<file path="src/rtl/cp0_if.sv">
// MEM/WB-side bundle for the CP0 register file: MTC0 writes, MFC0 reads,
// committed exception/ERET, and the status/cause/epc/badvaddr feedback to MEM.
interface cp0_if;
    logic        cp0_we;
    logic [4:0]  cp0_waddr;
    logic [2:0]  cp0_wsel;
    logic [31:0] cp0_wdata;
    logic [4:0]  cp0_raddr;
    logic [2:0]  cp0_rsel;
    logic [31:0] cp0_rdata;
    logic [4:0]  excepttype;
    logic [31:0] exc_pc;
    logic        exc_bd;
    logic [31:0] exc_badvaddr;
    logic [4:0]  hw_int;
    logic [31:0] cp0_status;
    logic [31:0] cp0_cause;
    logic [31:0] cp0_epc;
    logic [31:0] cp0_badvaddr;
    logic        timer_int;

    modport master (
        output cp0_we, cp0_waddr, cp0_wsel, cp0_wdata, cp0_raddr, cp0_rsel,
               excepttype, exc_pc, exc_bd, exc_badvaddr, hw_int,
        input  cp0_rdata, cp0_status, cp0_cause, cp0_epc, cp0_badvaddr, timer_int
    );

    modport slave (
        input  cp0_we, cp0_waddr, cp0_wsel, cp0_wdata, cp0_raddr, cp0_rsel,
               excepttype, exc_pc, exc_bd, exc_badvaddr, hw_int,
        output cp0_rdata, cp0_status, cp0_cause, cp0_epc, cp0_badvaddr, timer_int
    );
endinterface

</file>
<file path="src/rtl/cp0_reg.sv">
// MIPS CP0 registers (BadVAddr/Count/Compare/Status/Cause/EPC); writes land next edge, reads are
// combinational with no bypass, never stalls. Count/Compare/timer exist only with CP0_TIMER_EN.
module cp0_reg #(
    parameter bit          COUNT_HALF_RATE = 1'b1,
    parameter logic [31:0] RESET_STATUS    = 32'h0040_0000
) (
    input  logic clk,
    input  logic rst,
    cp0_if.slave bus
);
    localparam logic [4:0] EXC_INT  = 5'h01;
    localparam logic [4:0] EXC_ADEL = 5'h04;
    localparam logic [4:0] EXC_ADES = 5'h05;
    localparam logic [4:0] EXC_SYS  = 5'h08;
    localparam logic [4:0] EXC_BP   = 5'h09;
    localparam logic [4:0] EXC_RI   = 5'h0a;
    localparam logic [4:0] EXC_OV   = 5'h0c;
    localparam logic [4:0] EXC_ERET = 5'h0e;

    localparam logic [4:0] REG_BADVADDR = 5'd8;
    localparam logic [4:0] REG_COUNT    = 5'd9;
    localparam logic [4:0] REG_COMPARE  = 5'd11;
    localparam logic [4:0] REG_STATUS   = 5'd12;
    localparam logic [4:0] REG_CAUSE    = 5'd13;
    localparam logic [4:0] REG_EPC      = 5'd14;

    localparam logic [31:0] STATUS_WMASK = 32'h0000_FF03;

    logic [31:0] status, cause, epc, badvaddr;
    logic [31:0] status_n, cause_n, epc_n, badvaddr_n;
    logic [4:0]  exc_code;
    logic        ti_n;

    wire wr       = bus.cp0_we && (bus.cp0_wsel == 3'd0);
    wire exc_take = (bus.excepttype != 5'd0) && (bus.excepttype != EXC_ERET);
    wire eret     = (bus.excepttype == EXC_ERET);
    wire exl      = status[1];

    always_comb begin
        case (bus.excepttype)
            EXC_INT:  exc_code = 5'd0;
            EXC_ADEL: exc_code = 5'd4;
            EXC_ADES: exc_code = 5'd5;
            EXC_SYS:  exc_code = 5'd8;
            EXC_BP:   exc_code = 5'd9;
            EXC_RI:   exc_code = 5'd10;
            EXC_OV:   exc_code = 5'd12;
            default:  exc_code = bus.excepttype;
        endcase
    end

`ifdef CP0_TIMER_EN
    logic [31:0] count, compare;
    logic        tog;

    wire wr_count   = wr && (bus.cp0_waddr == REG_COUNT);
    wire wr_compare = wr && (bus.cp0_waddr == REG_COMPARE);

    always_ff @(posedge clk or posedge rst) begin
        if (rst) begin
            count   <= 32'd0;
            compare <= 32'd0;
            tog     <= 1'b0;
        end else begin
            if (wr_count) begin
                count <= bus.cp0_wdata;
                tog   <= 1'b0;
            end else begin
                tog <= COUNT_HALF_RATE ? ~tog : 1'b0;
                if (!COUNT_HALF_RATE || tog)
                    count <= count + 32'd1;
            end
            if (wr_compare)
                compare <= bus.cp0_wdata;
        end
    end

    // TI is sticky; a Compare write clears it even if the match fires on the same edge
    assign ti_n = !wr_compare && (cause[30] || ((count == compare) && (compare != 32'd0)));
`else
    wire unused_half_rate = COUNT_HALF_RATE;
    assign ti_n = 1'b0;
`endif

    // Exception/ERET updates are applied after the MTC0 write so they win on shared fields
    always_comb begin
        status_n = status;
        if (wr && bus.cp0_waddr == REG_STATUS)
            status_n = (status & ~STATUS_WMASK) | (bus.cp0_wdata & STATUS_WMASK);
        if (exc_take)
            status_n[1] = 1'b1;
        else if (eret)
            status_n[1] = 1'b0;

        cause_n        = cause;
        cause_n[14:10] = bus.hw_int;
        if (wr && bus.cp0_waddr == REG_CAUSE)
            cause_n[9:8] = bus.cp0_wdata[9:8];
        if (exc_take) begin
            if (!exl)
                cause_n[31] = bus.exc_bd;
            cause_n[6:2] = exc_code;
        end
        cause_n[30] = ti_n;

        epc_n = epc;
        if (wr && bus.cp0_waddr == REG_EPC)
            epc_n = bus.cp0_wdata;
        if (exc_take && !exl)
            epc_n = bus.exc_bd ? bus.exc_pc - 32'd4 : bus.exc_pc;

        badvaddr_n = badvaddr;
        if (bus.excepttype == EXC_ADEL || bus.excepttype == EXC_ADES)
            badvaddr_n = bus.exc_badvaddr;
    end

    always_ff @(posedge clk or posedge rst) begin
        if (rst) begin
            status   <= RESET_STATUS;
            cause    <= 32'd0;
            epc      <= 32'd0;
            badvaddr <= 32'd0;
        end else begin
            status   <= status_n;
            cause    <= cause_n;
            epc      <= epc_n;
            badvaddr <= badvaddr_n;
        end
    end

    always_comb begin
        bus.cp0_rdata = 32'd0;
        if (bus.cp0_rsel == 3'd0) begin
            case (bus.cp0_raddr)
                REG_BADVADDR: bus.cp0_rdata = badvaddr;
`ifdef CP0_TIMER_EN
                REG_COUNT:    bus.cp0_rdata = count;
                REG_COMPARE:  bus.cp0_rdata = compare;
`endif
                REG_STATUS:   bus.cp0_rdata = status;
                REG_CAUSE:    bus.cp0_rdata = cause;
                REG_EPC:      bus.cp0_rdata = epc;
                default:      bus.cp0_rdata = 32'd0;
            endcase
        end
    end

    assign bus.cp0_status   = status;
    assign bus.cp0_cause    = cause;
    assign bus.cp0_epc      = epc;
    assign bus.cp0_badvaddr = badvaddr;
    assign bus.timer_int    = cause[30];
endmodule

</file>
<file path="src/flat_wrapper.sv">
// flat-port wrapper written by rule: the top's interface ports become plain ports
module cp0_reg_flat 
#(
    parameter bit          COUNT_HALF_RATE = 1'b1,
    parameter logic [31:0] RESET_STATUS    = 32'h0040_0000
)
  (clk, rst, bus_cp0_we, bus_cp0_waddr, bus_cp0_wsel, bus_cp0_wdata, bus_cp0_raddr, bus_cp0_rsel, bus_excepttype, bus_exc_pc, bus_exc_bd, bus_exc_badvaddr, bus_hw_int, bus_cp0_rdata, bus_cp0_status, bus_cp0_cause, bus_cp0_epc, bus_cp0_badvaddr, bus_timer_int);
  cp0_if bus_i ();
  input  logic clk;
  input  logic rst;
  input wire logic [$bits(bus_i.cp0_we)-1:0] bus_cp0_we;
  input wire logic [$bits(bus_i.cp0_waddr)-1:0] bus_cp0_waddr;
  input wire logic [$bits(bus_i.cp0_wsel)-1:0] bus_cp0_wsel;
  input wire logic [$bits(bus_i.cp0_wdata)-1:0] bus_cp0_wdata;
  input wire logic [$bits(bus_i.cp0_raddr)-1:0] bus_cp0_raddr;
  input wire logic [$bits(bus_i.cp0_rsel)-1:0] bus_cp0_rsel;
  input wire logic [$bits(bus_i.excepttype)-1:0] bus_excepttype;
  input wire logic [$bits(bus_i.exc_pc)-1:0] bus_exc_pc;
  input wire logic [$bits(bus_i.exc_bd)-1:0] bus_exc_bd;
  input wire logic [$bits(bus_i.exc_badvaddr)-1:0] bus_exc_badvaddr;
  input wire logic [$bits(bus_i.hw_int)-1:0] bus_hw_int;
  output wire logic [$bits(bus_i.cp0_rdata)-1:0] bus_cp0_rdata;
  output wire logic [$bits(bus_i.cp0_status)-1:0] bus_cp0_status;
  output wire logic [$bits(bus_i.cp0_cause)-1:0] bus_cp0_cause;
  output wire logic [$bits(bus_i.cp0_epc)-1:0] bus_cp0_epc;
  output wire logic [$bits(bus_i.cp0_badvaddr)-1:0] bus_cp0_badvaddr;
  output wire logic [$bits(bus_i.timer_int)-1:0] bus_timer_int;
  assign bus_i.cp0_we = bus_cp0_we;
  assign bus_i.cp0_waddr = bus_cp0_waddr;
  assign bus_i.cp0_wsel = bus_cp0_wsel;
  assign bus_i.cp0_wdata = bus_cp0_wdata;
  assign bus_i.cp0_raddr = bus_cp0_raddr;
  assign bus_i.cp0_rsel = bus_cp0_rsel;
  assign bus_i.excepttype = bus_excepttype;
  assign bus_i.exc_pc = bus_exc_pc;
  assign bus_i.exc_bd = bus_exc_bd;
  assign bus_i.exc_badvaddr = bus_exc_badvaddr;
  assign bus_i.hw_int = bus_hw_int;
  assign bus_cp0_rdata = bus_i.cp0_rdata;
  assign bus_cp0_status = bus_i.cp0_status;
  assign bus_cp0_cause = bus_i.cp0_cause;
  assign bus_cp0_epc = bus_i.cp0_epc;
  assign bus_cp0_badvaddr = bus_i.cp0_badvaddr;
  assign bus_timer_int = bus_i.timer_int;
  cp0_reg #(.COUNT_HALF_RATE(COUNT_HALF_RATE), .RESET_STATUS(RESET_STATUS)) u_core (.clk(clk), .rst(rst), .bus(bus_i));
endmodule
</file>
<file path="config.mk">
export PLATFORM = sky130hd
export DESIGN_NAME = cp0_reg_flat
export DESIGN_NICKNAME = d
export VERILOG_FILES = /design/src/rtl/cp0_if.sv /design/src/rtl/cp0_reg.sv /design/src/flat_wrapper.sv
export SDC_FILE = /design/constraint.sdc
export NUM_CORES = 1
export LEC_CHECK = 0
export ABC_AREA = 1
export CORE_ASPECT_RATIO = 1.5
export CORE_UTILIZATION = 44
export CTS_CLUSTER_DIAMETER = 200
export CTS_CLUSTER_SIZE = 8
export DETAILED_ROUTE_END_ITERATION = 16
export GPL_ROUTABILITY_DRIVEN = 0
export PLACE_DENSITY = 0.88
export SLEW_MARGIN = 20
export SYNTH_ARGS = -nofsm -noshare
export SYNTH_HDL_FRONTEND = slang
export SYNTH_SLANG_ARGS = --single-unit
</file>
<file path="constraint.sdc">
create_clock -name clk -period 5.15 [get_ports clk]
set_input_delay 0.515 -clock clk [delete_from_list [all_inputs] [get_ports clk]]
set_output_delay 0.515 -clock clk [all_outputs]
set_load 0.05 [all_outputs]
</file>
==> reports/metrics.csv, run 1 <==
stage;metric;value;unit
outcome;result of the run;completed;
global_routing;met1 Usage GRT;0.3334;
critical_path;Top cell by count, worst path;clkdlybuf4s50_1;
timing;PnR worst setup slack;1.271;ns
place;HPWL after DPL;15660;µm
power_and_ir_drop;total power after layout;2.400;mW
synth;post-synth cell types;38;
critical_path;endpoint required time on the critical path;4.64;ns
cts;number of buffers on the longest clock path;2;
critical_path;buffering stage count on the worst path with inverters included;3;
timing;worst hold slack after final layout;0.5179;ns
routing;number of vias per cell after detailed routing;5.096;
critical_path;Worst EP arrival;3.36;ns
floorplan;Initial Utilization;0.4524;
cts;PostCTS Resize Cnt;0;
cts;number of buffers added by the clock tree synthesis step;9;
global_routing;total overflow reported by the global router;0;
critical_path;kind of launch point of the worst setup path;primary input;
cts;clock edge transition at the registers on the reported setup and hold paths;0.06;ns
power_and_ir_drop;cell area power density;290.7;nW/µm²
global_routing;initial antenna violation count;0;
synth;Ys Warns;0;
cts;buffer cell driving the clock tree root;clkbuf_16;
floorplan;placeable core region;12450;µm²
timing;final number of hold-violating endpoints;0;
critical_path;cells traversed along the worst timing path;clkdlybuf4s50_1 > nor3_1 > nand2_1 > inv_2 > o21ai_2 > a41oi_1 > clkdlybuf4s50_1;
floorplan;I/O Pins;287;
timing;Max transition margin;0.3687;
timing;Max Fclk;257.8;MHz
global_routing;Most Used Layer, Global Route;met2;
power_and_ir_drop;net switching power;0.9285;mW
finish;Net count, final;1120;
power_and_ir_drop;proportion of power drawn by flip-flops and latches;0.365;
power_and_ir_drop;proportion of power drawn by the clock network;0.260;
finish;number of diodes added for antenna fixing;0;
routing;number of iterations in the first detailed-routing pass;5;
power_and_ir_drop;peak ir drop on the vdd network;0.0001398;V
run;number of max-cap violations;0;
cts;clock sink count;87;
cts;htree depth;3;
floorplan;Placement Rows;50;
power_and_ir_drop;combinational share of power;0.375;
global_routing;largest net degree at the start of global routing;58;
floorplan;Die Footprint;13270;µm²
timing;count of endpoints failing setup in the final report;0;
synth;portion of the post-synthesis area used by sequential elements;0.3866;
timing;setup repair after global routing missed its margin;no;
global_routing;wire length of the first global-routing pass;29800;µm
floorplan;x dimension of the die;94.38;µm
cts;number of buffers added for setup after CTS;0;
synth;Area contributors post-synth;dfrtp_1 (39%), nand2_1 (18%), buf_4 (6.7%);
finish;synthesis-to-layout area growth;46.61;%
synth;number of synthesized register bits;87;
worst_hold_path;worst hold path type;reg2reg;
place;Worst Setup Slack post-DPL;1.330;ns
timing;slew at the pin with the worst max-slew slack;0.9418;ns
timing;Total Negative Setup Slacks;0;ns
timing;setup clock skew after layout;0.006556;ns
global_routing;vias in the first global route;5553;
cts;Post-CTS Hold Fix Bufs;0;
timing;final critical delay including setup and external delays;3.879;ns
place;number of I/O port buffers;244;
power_and_ir_drop;Int Power;1.471;mW
routing;Routed wire per std cell;16.75;µm
global_routing;met3 track utilization from global routing;0.04723;
critical_path;Worst Path Max Fanout;32;
power_and_ir_drop;net switching share of the total power;0.3869;
cts;latest clock arrival within the worst-skew pair;0.33;ns
routing;detailed-route via count;5881;
routing;initial DRC count;285;
routing;Total Wirelength;19330;µm
synth;post-synthesis cell count;763;
critical_path;Max stage delay cell, worst path;clkdlybuf4s50_1;
synth;cell area after synthesis;5632;µm²
power_and_ir_drop;leakage power;3.643;nW
routing;Post-DRT Antenna Nets;0;
timing;period utilisation layout;0.7531;
finish;fraction of final layout cells sized beyond drive strength 1;0.07615;
critical_path;largest delay contributor family on the critical path;buffers and inverters;
synth;cell type contributing the most total cell area after synthesis;dfrtp_1;
global_routing;met2 Usage GRT;0.5172;
floorplan;height of the die;140.6;µm
global_routing;total global routing track utilization;0.2969;
critical_path;critical path type;in2out;
cts;TritonCTS clock tree;built;
critical_path;Worst Setup End Kind;output pin;
synth;Post-Synthesis Mean Instance Area;7.381;µm²
routing;post-detailed-route DRC marker count;0;
synth;Yosys top cell area share;0.3866;
timing;number of max-slew violations in the final report;0;
critical_path;crit-path max cell delay;0.84;ns
finish;core utilization of the finished layout;0.6632;
per-stage QoR:
| step | cell area [µm²] | instances |
|---|---|---|
| global route | 8257 | 1154 |
| finish | 8257 | 1154 |
| global placement | 7971 | 1138 |
| CTS | 8255 | 1154 |
| floorplan | 5782 | 803 |
| detailed placement | 7971 | 1138 |
synthesized netlist by cell type (all sizes together):
master	number
a21oi	23
a21o	1
nand4	7
xor2	10
o41ai	1
o21a	9
inv	75
clkinv	2
clkbuf	2
buf	65
ha	1
nor2	61
dfrtp	87
nand3	34
and2	1
mux2	32
nor4	1
o21ai	46
nand2	275
conb	2
nor3	7
xnor2	1
a41oi	7
o211ai	10
nand3b	3
sequential cells by signal, indices dropped and copies added (netlist names):
register and flops:
u_core.bus.cp0_epc 32, u_core.bus.cp0_cause 13, u_core.bus.cp0_badvaddr 32, u_core.bus.cp0_status 10
kinds of logic after synthesis:
kind of cell / Yosys count / share of synthesized area
AOI/OAI and AO/OA: 97 / 0.1011
xor gates and xnor gates: 11 / 0.01711
adders and majority gates: 1 / 0.002221
buffers and inverters: 144 / 0.1342
DFF: 87 / 0.3866
muxes: 32 / 0.06399
other: 2 / 0.001334
and+or+nand+nor: 389 / 0.2935
cells in the final DEF (no fill, tap or decap), types with 10 or more instances in the layout:
master | netlist | routed
o211ai_1 | 10 | 10
o21ai_0 | 37 | 37
clkdlybuf4s50_1 | 0 | 244
dfrtp_1 | 87 | 87
nand2_1 | 272 | 272
nor2_1 | 49 | 49
a21oi_1 | 23 | 23
conb_1 | 2 | 42
mux2_2 | 32 | 32
inv_1 | 69 | 68
xor2_1 | 10 | 10
nand3_1 | 32 | 32
path summary, 6_finish.rpt:
kind,startpoint,endpoint,slack (ns),cells past startpoint
min in group asynchronous,rst,u_core.bus.cp0_cause[12],0.68,2
hold reg to reg,u_core.bus.cp0_epc[21],u_core.bus.cp0_epc[21],0.52,2
max in group asynchronous,rst,u_core.bus.cp0_status[11],3.59,3
setup reg to reg,u_core.bus.cp0_status[1],u_core.bus.cp0_epc[22],3.19,6
hold / removal,u_core.bus.cp0_epc[21],u_core.bus.cp0_epc[21],0.52,2
setup / recovery,bus_cp0_raddr[1],bus_cp0_rdata[9],1.27,7
tightest hold or removal path: cells and delay by family, from the launching register on:
family / cells / cell delay, ns
flip-flops: 1 / 0.37
AND/OR/NAND/NOR: 2 / 0.11
layout make-up:
class | instances | area [µm²]
clock buffer | 13 | 240.2
fill | 1025 | 4193
sequential | 87 | 2177
timing repair buffer | 246 | 2457
clock inverter | 3 | 43.79
multi-input combinational | 572 | 2849
inverter | 77 | 294.0
tap | 156 | 195.2
power by group through the flow:
stage	sequential (mW)	clock, mW	combinational, mW
final	0.875	0.625	0.900
after CTS	0.873	0.634	0.902
after global routing	0.885	0.661	0.940
after detailed placement	0.884	0	0.900
after floorplan	1.19	0	0.234
after global placement	0.879	0	0.889
metal layers:
metal  wire length, µm  up-vias
met5                 0        -
met4               989        0
met3              1116       58
met2             10050      268
met1              7181     2744
li1                  -     2811
Note: power is estimated with default switching activity, not from simulation.
==> run 2, diff against run 1 <==
--- a/config.mk
+++ b/config.mk
@@ -7,12 +7,12 @@
 export LEC_CHECK = 0
 export ABC_AREA = 1
 export CORE_ASPECT_RATIO = 1.5
-export CORE_UTILIZATION = 44
+export CORE_UTILIZATION = 37
 export CTS_CLUSTER_DIAMETER = 200
 export CTS_CLUSTER_SIZE = 8
 export DETAILED_ROUTE_END_ITERATION = 16
 export GPL_ROUTABILITY_DRIVEN = 0
-export PLACE_DENSITY = 0.88
+export PLACE_DENSITY = 0.79
 export SLEW_MARGIN = 20
 export SYNTH_ARGS = -nofsm -noshare
 export SYNTH_HDL_FRONTEND = slang
==> constraint.sdc (replaced) <==
create_clock -name clk -period 3.1 [get_ports clk]
set_input_delay 0.31 -clock clk [delete_from_list [all_inputs] [get_ports clk]]
set_output_delay 0.31 -clock clk [all_outputs]
set_load 0.05 [all_outputs]
==> run 2 against run 1 <==
Die area is 19% higher; register-to-register slack worse by 2.0 ns; via count is 0.14% lower; clock skew is 0.00050 ns higher; global-route usage is 4.2 points lower; final cell count is 3.8% higher; flip-flop and latch count stayed put; power is 75% higher; critical path type unchanged; largest cell class unchanged; highest routed layer unchanged.
==> reports/metrics.csv, run 2 (synthesis results as in run 1) <==
stage;metric;value;unit
cts;PostCTS Resize Cnt;0;
cts;latest clock arrival within the worst-skew pair;0.34;ns
critical_path;Worst Path Max Fanout;19;
global_routing;total overflow reported by the global router;0;
finish;most common library cell in the layout ignoring fill and taps;nand2_1;
timing;Max transition margin;0.5184;
critical_path;kind of launch point of the worst setup path;primary input;
routing;Routed wire per std cell;16.61;µm
worst_hold_path;Hold Crit Endpoint;u_core.bus.cp0_cause[10];
critical_path;Register-to-Register Path Depth;6;
critical_path;Worst EP arrival;2.28;ns
finish;core utilization of the finished layout;0.5928;
cts;buffer cell driving the clock tree root;clkbuf_16;
floorplan;I/O Pins;287;
timing;setup clock skew after layout;0.007058;ns
routing;initial DRC count;264;
cts;clock sink count;87;
routing;Total Wirelength;19900;µm
cts;number of buffers on the longest clock path;2;
timing;Max Fclk;385.8;MHz
timing;worst hold slack after final layout;0.4035;ns
run;number of max-cap violations;0;
routing;number of iterations in the first detailed-routing pass;5;
critical_path;critical path type;in2out;
floorplan;Initial Utilization;0.3823;
finish;synthesis-to-layout area growth;55.05;%
place;HPWL after DPL;16240;µm
place;Worst Setup Slack post-DPL;0.5444;ns
routing;Post-DRT Antenna Nets;0;
global_routing;vias in the first global route;5592;
cts;number of buffers added by the clock tree synthesis step;9;
cts;number of buffers added for setup after CTS;0;
finish;Net count, final;1124;
worst_hold_path;min-delay src;bus_hw_int[0];
floorplan;placeable core region;14730;µm²
critical_path;setup slack of the worst register-to-register path;1.17;ns
critical_path;Top cell by count, worst path;nand2_1;
timing;period utilisation layout;0.8361;
timing;Total Negative Setup Slacks;0;ns
finish;fraction of final layout cells sized beyond drive strength 1;0.1148;
floorplan;Die Footprint;15730;µm²
critical_path;crit-path max cell delay;0.52;ns
critical_path;cells traversed along the worst timing path;clkdlybuf4s50_1 > nor3_1 > nand2_1 > inv_2 > buf_4 > nand2_1 > a41oi_1 > buf_12;
timing;PnR worst setup slack;0.5081;ns
critical_path;endpoint required time on the critical path;2.79;ns
timing;setup repair after global routing missed its margin;no;
floorplan;x dimension of the die;102.7;µm
outcome;result of the run;completed;
power_and_ir_drop;peak ir drop on the vdd network;0.0002885;V
global_routing;total global routing track utilization;0.2553;
cts;htree depth;3;
place;number of I/O port buffers;244;
finish;final instance area;8732;µm²
cts;Post-CTS Hold Fix Bufs;0;
place;area of placed instances;8384;µm²
timing;final critical delay including setup and external delays;2.592;ns
worst_hold_path;worst hold path type;in2reg;
cts;TritonCTS clock tree;built;
timing;final number of hold-violating endpoints;0;
critical_path;Max stage delay cell, worst path;clkdlybuf4s50_1;
timing;number of max-slew violations in the final report;0;
timing;count of endpoints failing setup in the final report;0;
floorplan;height of the die;153.1;µm
critical_path;origin of the critical flop-to-flop path;u_core.bus.cp0_status[1];
worst_hold_path;worst hold path cell count;1;
routing;detailed-route via count;5873;
floorplan;Placement Rows;54;
power_and_ir_drop;leakage power;3.851;nW
finish;most used cells in the layout excluding fill and tap cells;nand2_1 (272), clkdlybuf4s50_1 (212), dfrtp_1 (87);
timing;slew at the pin with the worst max-slew slack;0.7224;ns
critical_path;Worst Setup End Kind;output pin;
power_and_ir_drop;cell area power density;481.5;nW/µm²
routing;post-detailed-route DRC marker count;0;
finish;number of diodes added for antenna fixing;0;
critical_path;FF-to-FF End;u_core.bus.cp0_epc[28];
global_routing;largest net degree at the start of global routing;57;
global_routing;wire length of the first global-routing pass;30060;µm
cts;clock edge transition at the registers on the reported setup and hold paths;0.07;ns
global_routing;initial antenna violation count;0;
routing;number of vias per cell after detailed routing;4.902;
-- run 2: cell count changes in the layout (fill, tap and decap cells not counted) --
cell	before	now
buf_12	0	33
clkinv_4	1	0
bufinv_16	1	3
buf_4	2	5
clkbuf_1	4	1
clkdlybuf4s50_1	244	212
inv_6	0	1
clkbuf_8	0	1
-- run 2: how the worst max path moves through the flow --
stage	slack [ns]	start	endpoint	depth (start not counted)
after floorplan	0.54	rst	u_core.bus.cp0_badvaddr[0]	1
after global placement	0.58	bus_cp0_raddr[3]	bus_cp0_rdata[14]	8
after detailed placement	0.54	bus_cp0_raddr[1]	bus_cp0_rdata[12]	8
after CTS	0.54	bus_cp0_raddr[1]	bus_cp0_rdata[12]	8
after global routing	0.39	bus_cp0_raddr[1]	bus_cp0_rdata[12]	8
final	0.51	bus_cp0_raddr[1]	bus_cp0_rdata[12]	8
-- run 2: where the power goes --
group	internal, mW	switching (mW)	leakage, nW
sequential	1.29	0.152	1.09
combinational	0.528	0.980	2.59
clock	0.811	0.439	0.170
-- run 2: critical path, delay by kind of cell --
family | cells | cell delay, ns
AOI/OAI and AO/OA | 1 | 0.34
buffers and inverters | 4 | 1.21
and+or+nand+nor | 3 | 0.42
-- run 2: routing by layer --
metal,up-vias,wire (µm),track usage
li1,2816,-,-
met2,288,10540,0.4660
met1,2712,7307,0.2831
met4,0,893,0.1315
met5,-,0,0
met3,57,1154,0.02743
-- run 2: final cells by class --
cell class | count | area (µm²)
fillers | 1307 | 5997
multi-input cells | 572 | 2849
repair buffers | 250 | 2820
flip-flops and latches | 87 | 2177
inverters | 77 | 294.0
well taps | 196 | 245.2
clock buffers | 11 | 242.7
clock inverters | 5 | 103.9
-- run 2: metrics by stage --
stage                     power (mW)  std cells
final                          4.205       1198
after global routing           4.353       1198
after CTS                      4.233       1198
after detailed placement       2.976       1182
after global placement         2.958       1182
after floorplan                2.370        803
